--- config.mk ---
export PLATFORM = sky130hd
export DESIGN_NAME = pulse_transmitter_v2
export DESIGN_NICKNAME = d
export VERILOG_FILES = /design/src/rtl/pulse_transmitter_v2.sv
export SDC_FILE = /design/constraint.sdc
export NUM_CORES = 1
export LEC_CHECK = 0
export BUFFER_PORTS_ARGS = -buffer_cell sky130_fd_sc_hd__buf_2
export CORE_MARGIN = 1
export CORE_UTILIZATION = 55
export CTS_BUF_LIST = sky130_fd_sc_hd__clkbuf_4 sky130_fd_sc_hd__clkbuf_8
export DETAILED_ROUTE_END_ITERATION = 7
export GPL_TIMING_DRIVEN = 1
export HOLD_SLACK_MARGIN = 0.03
export PLACE_DENSITY_LB_ADDON = 0.1
export SYNTH_ARGS = -nofsm -noshare
export SYNTH_HDL_FRONTEND = slang
export SYNTH_SLANG_ARGS = --single-unit
--- constraint.sdc ---
create_clock -name clk -period 7.29 [get_ports clk]
set_input_delay 1.0935 -clock clk [delete_from_list [all_inputs] [get_ports clk]]
set_output_delay 1.0935 -clock clk [all_outputs]
set_load 0.03 [all_outputs]
--- src/rtl/pulse_transmitter_v2.sv ---
// pulse_transmitter_v2: register-programmed two-bit symbol pulse generator with loops, optional carrier (PULSE_TX_V2_CARRIER_EN)
module pulse_transmitter_v2 #(
  parameter int DATA_WORDS = 8,
  parameter int DUR_W      = 8,
  parameter int PRESC_W    = 4
) (
  input  logic        clk,
  input  logic        rst_n,
  input  logic [7:0]  ui_in,
  output logic [7:0]  uo_out,
  input  logic [5:0]  address,
  input  logic [31:0] data_in,
  input  logic [1:0]  data_write_n,
  input  logic [1:0]  data_read_n,
  output logic [31:0] data_out,
  output logic        data_ready,
  output logic        user_interrupt
);
  localparam int IW = $clog2(DATA_WORDS * 16);
  localparam int WW = $clog2(DATA_WORDS);
  localparam int CW = DUR_W + (1 << PRESC_W) - 1;

  typedef enum logic [1:0] {S_IDLE, S_LOAD, S_RUN} state_t;

  state_t             r_state, w_state_nxt;
  logic [31:0]        r_ctrl;
  logic [PRESC_W-1:0] r_presc;
  logic [DUR_W-1:0]   r_dur [4];
  logic [31:0]        r_data [DATA_WORDS];
  logic               r_end_p, r_loop_p, r_start_d;
  logic [IW-1:0]      r_pc;
  logic [7:0]         r_loops;
  logic [CW-1:0]      r_cnt;
  logic [1:0]         r_sym;

  logic          w_wr32, w_clr, w_last, w_at_end, w_loop_ev, w_end_ev, w_valid, w_busy;
  logic          w_car, w_gate, w_pin, w_unused;
  logic [15:0]   w_half;
  logic [IW-1:0] w_end_idx, w_lb_idx, w_fetch_pc;
  logic [1:0]    w_fetch_sym;
  logic [CW:0]   w_len;
  logic [31:0]   w_status;

  assign w_wr32      = data_write_n == 2'b10;
  assign w_clr       = data_write_n != 2'b11 && address == 6'h18;
  assign w_end_idx   = r_ctrl[24 +: IW];
  assign w_lb_idx    = r_ctrl[16 +: IW];
  assign w_last      = r_state == S_RUN && r_cnt == '0;
  assign w_at_end    = r_pc == w_end_idx;
  assign w_loop_ev   = w_last && w_at_end && r_loops != 8'd0 && r_ctrl[0];
  assign w_end_ev    = w_last && w_at_end && r_loops == 8'd0 && r_ctrl[0];
  assign w_fetch_pc  = r_state == S_LOAD ? '0 : (w_at_end ? w_lb_idx : r_pc + IW'(1));
  assign w_fetch_sym = r_data[w_fetch_pc[IW-1:4]][{w_fetch_pc[3:0], 1'b0} +: 2];
  assign w_len       = ({{(CW + 1 - DUR_W){1'b0}}, r_dur[w_fetch_sym]} + (CW + 1)'(1)) << r_presc;
  assign w_valid     = r_state == S_RUN;
  assign w_busy      = r_state != S_IDLE;
  assign w_pin       = (w_valid ? (r_sym[1] & w_gate) : r_ctrl[1]) ^ r_ctrl[2];
  assign w_status    = {8'd0, r_loops, 8'(r_pc), 5'd0, r_loop_p, r_end_p, w_busy};
  assign uo_out      = {4'd0, w_valid, w_pin, w_car, 1'b0};
  assign data_ready  = 1'b1;
  assign user_interrupt = (r_end_p & r_ctrl[4]) | (r_loop_p & r_ctrl[5]);
  assign w_unused    = ^{ui_in, data_read_n, address[1:0], r_ctrl};

`ifdef PULSE_TX_V2_CARRIER_EN
  logic [15:0] r_half, r_car_cnt;
  logic        r_car;
  assign w_half = r_half;
  assign w_car  = r_car;
  assign w_gate = r_ctrl[3] ? r_car : 1'b1;
  // carrier half-period register and free-running toggle while busy
  always_ff @(posedge clk or negedge rst_n)
    if (!rst_n) begin
      r_half    <= '0;
      r_car_cnt <= '0;
      r_car     <= 1'b0;
    end else begin
      if (w_wr32 && address == 6'h04) r_half <= data_in[15:0];
      if (!w_busy) begin
        r_car_cnt <= '0;
        r_car     <= 1'b0;
      end else if (r_car_cnt == r_half) begin
        r_car_cnt <= '0;
        r_car     <= ~r_car;
      end else r_car_cnt <= r_car_cnt + 16'd1;
    end
`else
  assign w_half = '0;
  assign w_car  = 1'b0;
  assign w_gate = 1'b1;
`endif

  // symbol sequencer next state: start edge, abort on start low, finish on final symbol
  always_comb begin
    w_state_nxt = r_state;
    if (r_state == S_IDLE) w_state_nxt = (r_ctrl[0] && !r_start_d) ? S_LOAD : S_IDLE;
    else if (!r_ctrl[0] || w_end_ev) w_state_nxt = S_IDLE;
    else if (r_state == S_LOAD) w_state_nxt = S_RUN;
  end

  // state register
  always_ff @(posedge clk or negedge rst_n)
    if (!rst_n) r_state <= S_IDLE;
    else r_state <= w_state_nxt;

  // program counter, loop counter and symbol timer; next symbol is fetched on the completing cycle
  always_ff @(posedge clk or negedge rst_n)
    if (!rst_n) begin
      r_start_d <= 1'b0;
      r_pc      <= '0;
      r_loops   <= '0;
      r_cnt     <= '0;
      r_sym     <= '0;
    end else begin
      r_start_d <= r_ctrl[0];
      if (w_state_nxt == S_IDLE) begin
        r_pc    <= '0;
        r_loops <= '0;
        r_cnt   <= '0;
        r_sym   <= '0;
      end else if (r_state == S_LOAD || w_last) begin
        r_pc  <= w_fetch_pc;
        r_sym <= w_fetch_sym;
        r_cnt <= CW'(w_len - (CW + 1)'(1));
        if (r_state == S_LOAD) r_loops <= r_ctrl[15:8];
        else if (w_loop_ev) r_loops <= r_loops - 8'd1;
      end else if (r_state == S_RUN) r_cnt <= r_cnt - CW'(1);
    end

  // configuration registers and sticky pending flags (a set beats a same-cycle clear)
  always_ff @(posedge clk or negedge rst_n)
    if (!rst_n) begin
      r_ctrl   <= '0;
      r_presc  <= '0;
      r_dur    <= '{default: '0};
      r_end_p  <= 1'b0;
      r_loop_p <= 1'b0;
    end else begin
      if (w_wr32 && address == 6'h00) r_ctrl <= data_in;
      if (w_wr32 && address == 6'h04) r_presc <= data_in[16 +: PRESC_W];
      if (w_wr32 && !address[5] && address[4:2] >= 3'd2 && address[4:2] <= 3'd5)
        r_dur[2'(address[4:2] - 3'd2)] <= data_in[DUR_W-1:0];
      r_end_p  <= w_end_ev | (r_end_p & ~(w_clr & data_in[1]));
      r_loop_p <= w_loop_ev | (r_loop_p & ~(w_clr & data_in[2]));
    end

  // symbol memory keeps its contents across reset
  always_ff @(posedge clk)
    if (w_wr32 && address[5]) r_data[address[2 +: WW]] <= data_in;

  // register read-back
  always_comb begin
    data_out = '0;
    if (address[5]) data_out = r_data[address[2 +: WW]];
    else
      case (address[4:2])
        3'd0:                   data_out = r_ctrl;
        3'd1:                   data_out = {12'd0, 4'(r_presc), w_half};
        3'd2, 3'd3, 3'd4, 3'd5: data_out = 32'(r_dur[2'(address[4:2] - 3'd2)]);
        3'd6:                   data_out = w_status;
        default:                data_out = '0;
      endcase
  end
endmodule
# After elaboration in Yosys (flattened, before gate mapping)
# Memory sizes are Yosys's and may differ from the RTL's.
# Index checks and enable logic that the tools add are counted.
# classes
eq_ne	13
addsub	6
shifts	2
order_cmp	5
bitwise	14
reduce_logical	33
n_mux	31
# op_table
cell	n
one-hot mux 32 bit (4 select lines)	1
two-way mux 8 bit	9
two-way mux 23 bit	3
subtractor 23 x 1 -> 23 bit, second input constant	2
binary-select mux 8 bit (select 2 bit)	2
bitwise mux 32 bit	1
two-way mux 32 bit	1
indexed part select 32 x 6 -> 2 bit	1
two-way mux 7 bit	4
zero test 23 bit	1
<< shifter 9 x 4 -> 23 bit	1
demux 8 bit (select 2 bit)	1
logical AND 1 bit	15
two-way mux 2 bit	5
adder 8 x 1 -> 9 bit, second input constant	1
== test 3 bit, second input constant	3
zero test 8 bit	1
nonzero test 8 bit	1
subtractor 8 x 1 -> 8 bit, second input constant	1
adder 7 x 1 -> 7 bit, second input constant	1
== test 7 bit	1
AND 1 bit	6
== test 3 x 2 -> 1 bit, second input constant	2
== test 6 x 3 -> 1 bit, second input constant	1
24 further kinds	39
# totals
ramBits	256
output_inout_bits	42
mem_count	1
in_bits	52
ff_bits	113
# memory_table
name	words	word_bits	read_ports	rd_clocked_by_memory_dff	write_ports	line_no	source
r_data	8	32	2	0	1	29	logic [31:0] r_data [DATA_WORDS];

# Logic depth before layout (Yosys ltp)
# An unclocked memory read counts as a cell.
# depth
depth_word	14
ltp_mapped	30

# Worst setup path after synthesis
# Ideal clock, no wire load.
# synth_timing
kind	register to register
startpoint	register r_pc[0]
endpoint	register r_cnt[17]
setup_ns	0.101
period_less_slack_ns	6.457
t_arrival_ns	6.356
slack_ns	0.833
required_ns	7.189
stages_incl_launch_ff	29
path_cell_list	dfrtp_1 -> buf_4 -> xor2_1 -> or3_1 -> buf_4 -> o31a_1 -> and2_1 -> buf_6 -> buf_6 -> buf_2 -> mux2i_1 -> a32oi_1 -> nand3_1 -> and4_1 -> nor3_1 -> or2_1 -> buf_2 -> mux2i_2 -> ha_1 -> xnor2_4 -> a21oi_1 -> a222oi_1 -> a311o_1 -> nand4b_2 -> a2111oi_2 -> nand4_1 -> nor2_1 -> mux2_1 -> o311ai_2
# synth_via
elab_chain_len	14
# synth_rtl
element	line_no	source
start: declaration	31	logic [IW-1:0] r_pc;
start signal: assignment	121	r_pc <= w_fetch_pc;
adder 7 x 1 -> 7 bit or == test 7 bit (tied branches)	52, 49	
two-way mux 7 bit (2 in series)	52	assign w_fetch_pc = r_state == S_LOAD ? '0 : (w_at_end ? w_lb_idx : r_pc + IW'(1));
memory (8 x 32 bit)	--	
indexed part select 32 x 6 -> 2 bit	53	assign w_fetch_sym = r_data[w_fetch_pc[IW-1:4]][{w_fetch_pc[3:0], 1'b0} +: 2];
inverter 2 -> 3 bit (implied by the code)	54	assign w_len = ({{(CW + 1 - DUR_W){1'b0}}, r_dur[w_fetch_sym]} + (CW + 1)'(1)) << r_presc;
binary-select mux 8 bit (select 2 bit)	54	
two-way mux 8 bit (implied by the code) (2 in series)	54	
adder 8 x 1 -> 9 bit	54	
<< shifter 9 x 4 -> 23 bit	54	
subtractor 23 x 1 -> 23 bit	123	r_cnt <= CW'(w_len - (CW + 1)'(1));
two-way mux 23 bit	120	end else if (r_state == S_LOAD || w_last) begin
two-way mux 23 bit	115	if (w_state_nxt == S_IDLE) begin
end signal: assignment	123	
end signal: assignment	126	end else if (r_state == S_RUN) r_cnt <= r_cnt - CW'(1);
end: declaration	33	logic [CW-1:0] r_cnt;
# Parallel ways exist; a longest one is shown, timed or not. The select of a mux whose other input is x is not followed.
# A chain may end at the register's enable or synchronous reset.

# Worst setup path in the final report
# layout_timing
startpoint	register r_ctrl[24]
endpoint	register r_cnt[17]
# layout_via
elab_chain_len	14
# layout_rtl
element	line_no	source
start: declaration	26	logic [31:0] r_ctrl;
start signal: assignment	138	if (w_wr32 && address == 6'h00) r_ctrl <= data_in;
== test 7 bit (*)	49	assign w_at_end = r_pc == w_end_idx;
two-way mux 7 bit (2 in series)	52	
memory (8 x 32 bit)	--	
indexed part select 32 x 6 -> 2 bit	53	
inverter 2 -> 3 bit (implied by the code)	54	
binary-select mux 8 bit (select 2 bit)	54	
two-way mux 8 bit (implied by the code) (2 in series)	54	
adder 8 x 1 -> 9 bit	54	
<< shifter 9 x 4 -> 23 bit	54	
subtractor 23 x 1 -> 23 bit	123	
two-way mux 23 bit	120	
two-way mux 23 bit	115	
# Every way passes the cells marked *; elsewhere a longest branch is shown, timed or not. The select of a mux whose other input is x is not followed.

==> results by group <==
Power
  – Switching power: 2.69 mW
  – Clock power share: 25.1%
  – P_int: between 4 and 5 mW
  – Total power: 7.36 mW
  – Pwr Density: 316 nW/µm²
  – Leakage: 8.93 nW
  – Max rail drop VDD: around 0.18 mV
  – Register share of total power: approximately a third
  – Sw Share: 36.5%
  – Combinational share of power: 42.0%

Global route
  – Largest net degree at the start of global routing: 61
  – Met2 Track Usage GR: 51.9%
  – Grt met3 use: 6.15%
  – Met1 usage: 48.8%
  – Vias in the first global route: 15,600
  – Total congestion overflow: 0
  – Initial antenna violation count: 2
  – Total routing usage reported by global routing: between 30 and 40%
  – First-pass GRT wire length: 96,400 µm
  – Gr busiest metal: met2

Place
  – HPWL Detailed: 43,200 µm
  – DP Cell Count: roughly 2,200
  – RePlAce Congestion: between 0.9 and 1
  – # port buffers: 76
  – Place WS: 0.0777 ns

Yosys
  – Share of the synthesized area in the top cell type: 38.2%
  – Post-synth EDFFs: about 260
  – Synth area leader: edfxtp_1
  – Dominant synthesized flop cell: edfxtp_1
  – Sequential-to-total area share from yosys stat: 52.2%
  – #FFs+latches synth: 368
  – Cell count after synthesis: ~1,700
  – Synth cell types: between 100 and 150
  – Asr flop ratio synth: 30.4%
  – Syn Area/Cell: 12.2 µm²
  – Warnings from Yosys: 0
  – Synth area leaders: edfxtp_1 (38%), dfrtp_1 (14%), mux4_2 (7.2%)
  – Area of the mapped netlist: 20,100 µm²

Setup path
  – Critical Path Source Type: register
  – WP data arrival: 7.57 ns
  – CP most frequent cell: buf_4
  – Max FO, Critical Path: 14
  – Crit-path leading delay family: compound AO/OA/AOI/OAI gates
  – CP Capture Type: register
  – Critical path buffers and inverters: 4
  – Setup CP Type: register to register
  – Max incr delay on CP: 0.47 ns
  – WP data required: 7.86 ns
  – Critical path's slowest cell: dfrtp_1

Drt
  – Drt total wl: 63,700 µm
  – Final ANT Viol Nets: 0
  – Post-detailed-route wirelength per cell: 27.2 µm
  – Final routed DRC violation total: 0
  – Drt pass-1 iters: 7
  – Routed via count: 15,900
  – Initial DRC Count: 1,616
  – Via-to-Cell Ratio: just under 7

Floorplan
  – I/O pins: 94
  – Initial Util: 56.3%
  – Core area: 35,700 µm²
  – Chip width: 193 µm
  – Row count: a little under 70
  – Die Y: about 190 µm
  – Die area: around 37,000 µm²

STA
  – Final Skew: 0.0284 ns
  – Fmax: 143 MHz
  – Slew at the pin closest to its max-slew limit: 1.14 ns
  – Final setup fails: 0
  – Slew HR: 23.8%
  – RSZ-0062 raised after global routing: yes
  – Final Critical Period: 7.00 ns
  – Endpoints failing hold: 0
  – Final period util: 96.0%
  – Max-slew violation count: 0
  – Worst setup margin: 0.289 ns

Clocking
  – CTS Buffer Depth: 3
  – CTS Root Cell: clkbuf_8
  – CTS tree: built
  – Clock slew at reported path FFs: about 0.060 ns
  – Total CTS buffers: between 60 and 70
  – Total clock sinks: 368
  – Worst-Skew Late Latency: 0.67 ns
  – Hold-fix buffers, CTS: 0
  – Htree depth: 2

Final layout
  – Layout cell share with drive strength beyond 1: 30.3%
  – Layout Nets: 1,891
  – Non-filler cells, final: 2,346
  – Antenna cells: 0
  – Synth-to-Final Area Change: 15.6%

Min path
  – Min-delay worst type: input pin to async pin

Outcome
  – Status: completed

Flow run
  – Max capacitance violation total: 0
## cell type report
| cell class | count | area [µm²] |
|---|---|---|
| tap | 461 | 577 |
| clock inverter | 26 | 146 |
| clock buffer | 87 | 1090 |
| sequential | 368 | 10500 |
| timing repair buffer | 232 | 1690 |
| inverter | 15 | 56.3 |
| multi-input combinational | 1157 | 9200 |
| fill | 2833 | 12500 |
## state kept, by name, indices dropped and copies added (netlist names), 2 cells and up
register  count
r_data      256
r_ctrl       32
r_dur        32
r_cnt        23
r_loops       8
r_pc          7
r_presc       4
r_state       2
## cell usage after synthesis, drive strengths merged, types with 28 or more instances
cell / count
edfxtp: 256
nand2: 170
dfrtp: 112
mux2: 97
nor2: 94
mux2i: 80
mux4: 64
clkbuf: 61
o21ai: 58
a21oi: 57
buf: 56
a211oi: 51
nand3: 50
and3: 44
nor3: 38
a22oi: 28
## power groups by stage
stage          Combinational [mW]  Clock [mW]  Sequential (mW)
6_report                     3.09        1.85             2.42
5_1_grt                      3.28        1.96             2.43
4_1_cts                      2.95        1.87             2.41
3_5_place_dp                 2.94           0             2.45
3_3_place_gp                 2.91           0             2.45
2_1_floorplan                1.80           0             2.42
## cells in the final DEF (no fill, tap or decap), types with 17 or more instances in the layout
master	count
nand3_1	48
o22ai_1	24
buf_2	73
nor2_1	82
mux4_2	64
o21ai_0	51
mux2_2	93
clkbuf_4	17
xnor2_1	20
nand2_1	168
edfxtp_1	256
and3_1	44
mux2i_1	78
clkbuf_8	70
buf_4	148
a211oi_1	48
a22o_1	19
nor3_1	27
a22oi_1	27
dfrtp_1	112
a21oi_1	57
## metal layers
metal | vias to the layer above | routed length (µm)
li1 | 6868 | -
met1 | 8022 | 26700
met2 | 825 | 28600
met3 | 196 | 5540
met4 | 2 | 2790
met5 | - | 13
## worst register-to-register path, cell delays in order, from the launching register on
cell,delay [ns]
dfrtp_1,0.47
xor2_2,0.23
or3_1,0.45
buf_4,0.23
nor3_4,0.27
o221ai_2,0.28
buf_12,0.24
a2111oi_0,0.39
nor3_1,0.10
nor4bb_1,0.16
a211oi_2,0.38
nor3_2,0.11
buf_4,0.16
nor2_2,0.22
buf_4,0.20
mux2_4,0.35
nor3_4,0.25
a21oi_1,0.12
o311ai_1,0.44
o21ai_0,0.29
a221o_1,0.39
a211oi_2,0.24
nand4_1,0.17
nor2_1,0.22
mux2_1,0.36
o311ai_2,0.20
## logic make-up (layout without fill, tap and decap cells)
kind of cell,count (synthesis),count (layout),synth area share [%]
AO/OA/AOI/OAI,375,375,13.6
XOR/XNOR,37,37,1.71
adder cells (fa/ha/maj),4,4,0.249
buffers and inverters,132,360,3.13
flip-flops,368,368,52.2
multiplexers,241,241,16.6
other,2,7,0.0374
AND/OR/NAND/NOR,493,493,12.4
## path summary, 6_finish.rpt
kind / from / slack (ns) / to / cells after the start
min in group clk: r_ctrl[7]$_DFFE_PN0P_ / 0.51 / r_ctrl[7]$_DFFE_PN0P_ / 1
hold reg to reg: r_ctrl[7]$_DFFE_PN0P_ / 0.51 / r_ctrl[7]$_DFFE_PN0P_ / 1
setup / recovery: r_ctrl[24]$_DFFE_PN0P_ / 0.29 / r_cnt[17]$_DFFE_PN0P_ / 25
max in group asynchronous: rst_n / 5.30 / r_dur[12]$_DFFE_PN0P_ / 3
hold / removal: rst_n / 0.34 / r_ctrl[31]$_DFFE_PN0P_ / 1
setup reg to reg: r_ctrl[24]$_DFFE_PN0P_ / 0.29 / r_cnt[17]$_DFFE_PN0P_ / 25
## metrics by stage
| stage | instance area [µm²] | util [%] | hold WS [ns] | setup TNS [ns] |
|---|---|---|---|---|
| detailed placement | 21800 | 61.1 | 0.495 | 0 |
| floorplan | 20100 | - | 0.450 | 0 |
| global route | 23200 | 65.0 | 0.339 | -0.195 |
| global placement | 21800 | 61.1 | 0.487 | 0 |
| CTS | 23100 | 64.6 | 0.300 | 0 |
| finish | 23200 | 65.0 | 0.345 | 0 |
## what timing repair did
action,4_1_cts,5_1_grt
endpoints found under the setup margin,0,13
resized for setup,0,28
setup buffers,0,6
No activity file was read; power rests on OpenSTA's default activity.
